--- src/rtl/activation_pipe.sv ---
// ---------------------------------------------------------------------------
// activation_pipe
//
// Purpose:
//   Two-stage pipelined, multi-lane activation unit that sits between the
//   MAC/accumulator output and writeback. Each beat carries LANES signed
//   Q(W-F).F elements. A 2-bit mode is sampled with the beat and selects the
//   function applied to every lane:
//     00 bypass (or leaky ReLU when ACT_LEAKY_EN is defined)
//     01 ReLU
//     10 ReLU6
//     11 H-swish
//   Valid/ready backpressure runs at one beat per cycle with no bubbles.
//
// Configuration macro:
//   ACT_LEAKY_EN  when defined, mode 00 is leaky ReLU with slope 1/8
//                 (x >>> 3 for negative x). When undefined, mode 00 is a
//                 plain bypass.
//
// Ports:
//   clk        in   clock, rising edge
//   rst        in   synchronous active-high reset, flushes all beats
//   in_data    in   LANES*W, lane i = bits [i*W +: W]
//   in_mode    in   activation select, sampled with the beat
//   in_last    in   end-of-vector marker, carried with the beat
//   in_valid   in   beat offered
//   in_ready   out  beat accepted when in_valid && in_ready
//   out_data   out  LANES*W result beat
//   out_last   out  in_last of the same beat
//   out_valid  out  result valid, held until out_ready
//   out_ready  in   downstream accept
//   busy       out  any beat held in either stage
// ---------------------------------------------------------------------------
module activation_pipe #(
    parameter int DATA_WIDTH = 16,
    parameter int FRAC_BITS  = 8,
    parameter int LANES      = 4
) (
    input  logic                        clk,
    input  logic                        rst,
    input  logic [LANES*DATA_WIDTH-1:0] in_data,
    input  logic [1:0]                  in_mode,
    input  logic                        in_last,
    input  logic                        in_valid,
    output logic                        in_ready,
    output logic [LANES*DATA_WIDTH-1:0] out_data,
    output logic                        out_last,
    output logic                        out_valid,
    input  logic                        out_ready,
    output logic                        busy
);

    localparam int W = DATA_WIDTH;
    localparam int F = FRAC_BITS;

    // Fixed-point constants: 3.0 in the widened S1 adder, 6.0 as the clamp
    // ceiling, and the saturation limits of a W-bit result held in 2W bits.
    localparam logic signed [W:0]     THREE_EXT = (W+1)'(3 << F);
    localparam logic signed [W:0]     SIX_EXT   = (W+1)'(6 << F);
    localparam logic signed [W-1:0]   SIX_W     = W'(6 << F);
    localparam logic signed [2*W-1:0] SIX_DIV   = (2*W)'(6);
    localparam logic signed [2*W-1:0] Y_MAX     = {{(W+1){1'b0}}, {(W-1){1'b1}}};
    localparam logic signed [2*W-1:0] Y_MIN     = {{(W+1){1'b1}}, {(W-1){1'b0}}};

    typedef enum logic [1:0] {
        MODE_BYPASS = 2'b00,
        MODE_RELU   = 2'b01,
        MODE_RELU6  = 2'b10,
        MODE_HSWISH = 2'b11
    } mode_e;

    // Stage registers
    logic                 s1_valid_q, s1_valid_d;
    logic [LANES*W-1:0]   s1_x_q,     s1_x_d;
    logic [LANES*W-1:0]   s1_r6_q,    s1_r6_d;
    mode_e                s1_mode_q,  s1_mode_d;
    logic                 s1_last_q,  s1_last_d;

    logic                 s2_valid_q, s2_valid_d;
    logic [LANES*W-1:0]   s2_data_q,  s2_data_d;
    logic                 s2_last_q,  s2_last_d;

    logic                 s1_ready;
    logic                 s2_ready;
    logic [LANES*W-1:0]   lane_r6;
    logic [LANES*W-1:0]   lane_y;

    // A stage can take a new beat when it is empty or its content leaves
    // this cycle, so both stages drain and refill in the same cycle.
    assign s2_ready = !s2_valid_q || out_ready;
    assign s1_ready = !s1_valid_q || s2_ready;

    // Per-lane datapath: S1 front end computes clamp(x+3, 0, 6) so S2 only
    // has the multiply/divide of H-swish plus the simple mode functions.
    for (genvar i = 0; i < LANES; i++) begin : g_lane
        logic signed [W-1:0]   x_in;
        logic signed [W:0]     t;
        logic signed [W-1:0]   r6_in;
        logic signed [W-1:0]   x_s1;
        logic signed [W-1:0]   r6_s1;
        logic signed [2*W-1:0] p;
        logic signed [2*W-1:0] s;
        logic signed [2*W-1:0] q;
        logic signed [W-1:0]   hswish;
        logic signed [W-1:0]   y;

        assign x_in = in_data[i*W +: W];
        // One extra bit keeps x + 3.0 from wrapping near the top of range.
        assign t    = {x_in[W-1], x_in} + THREE_EXT;

        always_comb begin
            r6_in = t[W-1:0];
            if (t[W]) begin
                r6_in = '0;
            end else if (t > SIX_EXT) begin
                r6_in = SIX_W;
            end
        end

        assign lane_r6[i*W +: W] = r6_in;

        assign x_s1  = s1_x_q[i*W +: W];
        assign r6_s1 = s1_r6_q[i*W +: W];
        assign p     = (2*W)'(x_s1) * (2*W)'(r6_s1);
        assign s     = p >>> F;
        // Signed division truncates toward zero, which is the required rounding.
        assign q     = s / SIX_DIV;

        always_comb begin
            hswish = q[W-1:0];
            if (q > Y_MAX) begin
                hswish = Y_MAX[W-1:0];
            end else if (q < Y_MIN) begin
                hswish = Y_MIN[W-1:0];
            end
        end

        always_comb begin
            y = x_s1;
            case (s1_mode_q)
                MODE_BYPASS: begin
`ifdef ACT_LEAKY_EN
                    y = x_s1[W-1] ? (x_s1 >>> 3) : x_s1;
`else
                    y = x_s1;
`endif
                end
                MODE_RELU:   y = x_s1[W-1] ? '0 : x_s1;
                MODE_RELU6:  y = x_s1[W-1] ? '0 : ((x_s1 > SIX_W) ? SIX_W : x_s1);
                MODE_HSWISH: y = hswish;
                default:     y = x_s1;
            endcase
        end

        assign lane_y[i*W +: W] = y;
    end

    // S1 next state: load on acceptance, empty when the beat moves on with
    // nothing behind it, otherwise hold.
    always_comb begin
        s1_valid_d = s1_valid_q;
        s1_x_d     = s1_x_q;
        s1_r6_d    = s1_r6_q;
        s1_mode_d  = s1_mode_q;
        s1_last_d  = s1_last_q;
        if (s1_ready) begin
            s1_valid_d = in_valid;
            if (in_valid) begin
                s1_x_d    = in_data;
                s1_r6_d   = lane_r6;
                s1_mode_d = mode_e'(in_mode);
                s1_last_d = in_last;
            end
        end
    end

    // S2 next state: output data only changes when S2 is free to advance,
    // which keeps out_data/out_last stable during a stall.
    always_comb begin
        s2_valid_d = s2_valid_q;
        s2_data_d  = s2_data_q;
        s2_last_d  = s2_last_q;
        if (s2_ready) begin
            s2_valid_d = s1_valid_q;
            if (s1_valid_q) begin
                s2_data_d = lane_y;
                s2_last_d = s1_last_q;
            end
        end
    end

    always_ff @(posedge clk) begin
        if (rst) begin
            s1_valid_q <= 1'b0;
            s1_x_q     <= '0;
            s1_r6_q    <= '0;
            s1_mode_q  <= MODE_BYPASS;
            s1_last_q  <= 1'b0;
            s2_valid_q <= 1'b0;
            s2_data_q  <= '0;
            s2_last_q  <= 1'b0;
        end else begin
            s1_valid_q <= s1_valid_d;
            s1_x_q     <= s1_x_d;
            s1_r6_q    <= s1_r6_d;
            s1_mode_q  <= s1_mode_d;
            s1_last_q  <= s1_last_d;
            s2_valid_q <= s2_valid_d;
            s2_data_q  <= s2_data_d;
            s2_last_q  <= s2_last_d;
        end
    end

    assign in_ready  = s1_ready;
    assign out_valid = s2_valid_q;
    assign out_data  = s2_data_q;
    assign out_last  = s2_last_q;
    assign busy      = s1_valid_q || s2_valid_q;

endmodule

--- config.mk ---
export PLATFORM = sky130hd
export DESIGN_NAME = activation_pipe
export DESIGN_NICKNAME = d
export VERILOG_FILES = /design/src/rtl/activation_pipe.sv
export SDC_FILE = /design/constraint.sdc
export NUM_CORES = 2
export LEC_CHECK = 0
export CAP_MARGIN = 20
export CELL_PAD_IN_SITES_DETAIL_PLACEMENT = 0
export CELL_PAD_IN_SITES_GLOBAL_PLACEMENT = 2
export CORE_UTILIZATION = 35
export CTS_CLUSTER_DIAMETER = 80
export DETAILED_ROUTE_END_ITERATION = 12
export PLACE_DENSITY = 0.79
export SETUP_SLACK_MARGIN = 0.02
export SYNTH_ARGS = -nofsm -noshare
export SYNTH_HDL_FRONTEND = slang
export SYNTH_SLANG_ARGS = --single-unit
--- constraint.sdc ---
create_clock -name clk -period 14.1 [get_ports clk]
set_input_delay 2.115 -clock clk [delete_from_list [all_inputs] [get_ports clk]]
set_output_delay 2.115 -clock clk [all_outputs]
set_load 0.005 [all_outputs]
==> metrics <==
outcome completed; most instantiated cells after synthesis inv_1 (1,248), fa_1 (1,044), nand2_1 (1,019), and2_1 (565), nor2_1 (511); setup skew after layout between 0.03 and 0.04 ns; post-synthesis cell count 8,029; cell chosen for the clock root clkbuf_16; net switching share of the total power 48.56%; Buf/Inv on CP 14; cell types occupying the most area after synthesis fa_1 (33%), inv_1 (7.4%), ha_1 (6.5%), dfxtp_1 (6.2%), nand2_1 (6.0%); max-capacitance violation count 0; launching instance or port of the critical path s1_r6_q[6]$_SDFFE_PP0P_; Slowest cell on crit path fa_1; total number of vias between 50,000 and 60,000; number of top-level pins 139; effective utilization at floorplan 35.41%; die span in y 427.8 um; area of the die 183,000 um^2; Std-Cell Rows 155; Setup Viol. Count Final 0; clock network power share 17.5%; global-route total usage across every layer 23.26%; Data required, critical path around 15 ns; Net Sw Power roughly 1600 uW; power density of the placed cells roughly 45 nW/um^2; measured slew at the worst slew-check pin 1.191 ns; number of nets in the synthesized netlist ~9,500; maximum fanout along the worst path 12; relative slew slack 20.00%; number of synthesized register bits 198; CTS tree built; upper clock frequency limit 73.50 MHz; largest net degree at the start of global routing 73; Hold Violations, Final 0; end point of the critical path out_data[12]$_SDFFE_PP0P_; end of the worst register-to-register path out_data[12]$_SDFFE_PP0P_; worst hold slack across all endpoints 0.4595 ns; CTS HTree Levels 4; final-stage net count 9,937; dominant cell type by area after synthesis fa_1; Avg Synthesized Cell Area 7.902 um^2; worst r2r path cells 59; first-pass GRT wire length 337,900 um; clock insertion delay at the later pin of the skew report 0.59 ns; max-slew violation count 0; Distinct cells, synth approximately 130; Final min period approximately 14 ns; DR vias/cell 5.327; synthesized area 63,450 um^2; detailed router's first-iteration violation count around 3,500; Internal Pwr Total 1716 uW; number of buffers added by the clock tree synthesis step 17; average detailed-routed wire length per instance 19.47 um; count of nets left with antenna violations after detail routing 0; fraction of layout cells with a size suffix above 1 about 15%; endpoint type of the worst setup path register; EDFF count, synth 0; Floorplan Core Area 179,200 um^2; clock buffer depth 2; post-route non-filler standard cell count 10,860; category of the worst setup path launch point register; register-to-register path setup slack 0.49 ns; number of global-route vias before repair about 60,000; Setup Crit Path Kind reg2reg; Crit path depth between 50 and 60; area fraction of the dominant cell type after synthesis 32.94%; period utilisation layout 96.49%; fraction of registers with async set/reset 0%; count of input and output buffers 138; Crit path arrival time 14.09 ns; most frequent cell after synthesis inv_1; top_reg_cell synth dfxtp_1; floorplan die width 427.8 um; remaining global-route overflow 0; family with the most delay on the worst path simple AND/OR/NAND/NOR gates; CP dominant cell by count buf_4; Routed Wire Length about 210,000 um; cell count after placement 10,736; number of antenna violations at the first check in global routing 4; Final GP Congestion 0.9056; clock transition at the registers of the reported paths approximately 0.1 ns; clk sink count ~200; Layout Area Growth over Synthesis 17.48%; combinational group share of total power 63.4%; class of the tightest hold or removal check reg2reg; Flop pwr share between 10% and 20%; DRC violation count after routing 0; proportion of synthesized chip area in sequential cells 6.247%; critical register-to-register path startpoint s1_r6_q[6]$_SDFFE_PP0P_; largest vdd supply drop between 0.1 and 0.15 mV; Yosys warnings 0; HPWL Detailed 174,200 um; number of iterations in the first detailed-routing pass 6; leak pwr 0.03514 uW; post-layout utilization of the core between 40% and 50%; peak per-stage delay on the critical path 0.56 ns
==> per-stage QoR <==
stage	setup TNS [ns]	area, um^2	power [uW]	worst slack (ns)
finish	0	74540	3336	0.4949
global route	-1.490	74530	3550	-0.09903
CTS	0	71800	3137	0.02139
detailed placement	-6.220	71090	2530	-0.2702
global placement	-1.906	71090	2535	-0.1852
floorplan	0	63450	1785	0.1663
==> tightest hold or removal path, stage by stage, from the launching register on <==
cell and delay, ns:
dfxtp_1 0.32, nand2_1 0.05, a21oi_1 0.05
==> routing by layer <==
layer  track usage, %  vias to the layer above  part of all wire (%)
met2            41.30                     1217                    50
met4            7.248                        0                   3.0
met1            30.09                    29142                    43
li1                 -                    27264                     -
met3            1.387                      231                   3.1
met5                0                        -                     0
==> layout by cell type (no fill, tap or decap), drive strengths merged, types with 151 or more instances in the layout <==
master	Yosys	layout
ha	332	332
inv	1248	1255
buf	66	751
nor3	181	181
nand3	151	151
dfxtp	198	198
nor2	513	513
fa	1044	1044
o21ai	251	251
a21oi	395	395
and2	566	566
xnor2	212	212
nand2	1020	1020
==> cell families (layout without fill, tap and decap cells) <==
group                    count (synthesis)  count (layout)  share of synthesized area (%)
multiplexers                            56              56                         0.9347
adder cells (fa/ha/maj)               1380            1380                          39.55
AND/OR/NAND/NOR                       2843            2843                          21.82
XOR/XNOR                               327             327                          4.583
buffers and inverters                 1699            2171                          10.23
flip-flops                             198             198                          6.247
other                                    0               2                              0
AO/OA/AOI/OAI                         1526            1528                          16.63
==> state kept, by name, indices dropped and copies added, names as in the netlist <==
signal,cells
out_data,64
s1_r6_q,64
s1_x_q,64
s1_mode_q,2
out_last,1
out_valid,1
s1_last_q,1
s1_valid_q,1
==> power groups by stage <==
stage               Clock, uW  Combinational [uW]  Sequential (uW)
CTS                       601                1900              637
detailed placement          0                1880              650
finish                    583                2120              637
floorplan                   0                1180              608
global route              612                2300              639
global placement            0                1890              649
==> worst min path at each step <==
| stage | start | endpoint | slack, ns | cells past startpoint |
|---|---|---|---|---|
| after floorplan | s1_last_q$_SDFFE_PP0P_ | out_last$_SDFFE_PP0P_ | 0.43 | 2 |
| after CTS | s1_last_q$_SDFFE_PP0P_ | out_last$_SDFFE_PP0P_ | 0.46 | 2 |
| after global placement | s1_last_q$_SDFFE_PP0P_ | out_last$_SDFFE_PP0P_ | 0.44 | 2 |
| after global routing | s1_last_q$_SDFFE_PP0P_ | out_last$_SDFFE_PP0P_ | 0.49 | 2 |
| final | s1_last_q$_SDFFE_PP0P_ | out_last$_SDFFE_PP0P_ | 0.46 | 2 |
| after detailed placement | s1_last_q$_SDFFE_PP0P_ | out_last$_SDFFE_PP0P_ | 0.45 | 2 |
==> timing repair <==
item / 4_1_cts / 5_1_grt
resized for setup: 31 / 496
gates cloned: 0 / 6
setup endpoints to repair: 55 / 60
buffers inserted: 1 / 83
pin swaps: 1 / 124
hold buffers: 0 / 0
==> layout make-up <==
type	instances	area, um^2
Fill cell	18417	104700
Timing Repair inverter	1	5.005
Tap cell	2355	2947
Clock inverter	15	173.9
Sequential cell	198	4109
Clock buffer	17	425.4
Inverter	1248	4692
Timing Repair Buffer	890	7189
Multi-Input combinational cell	6134	54990
Antenna cell	2	5.005
No activity file was read; power rests on OpenSTA's default activity.
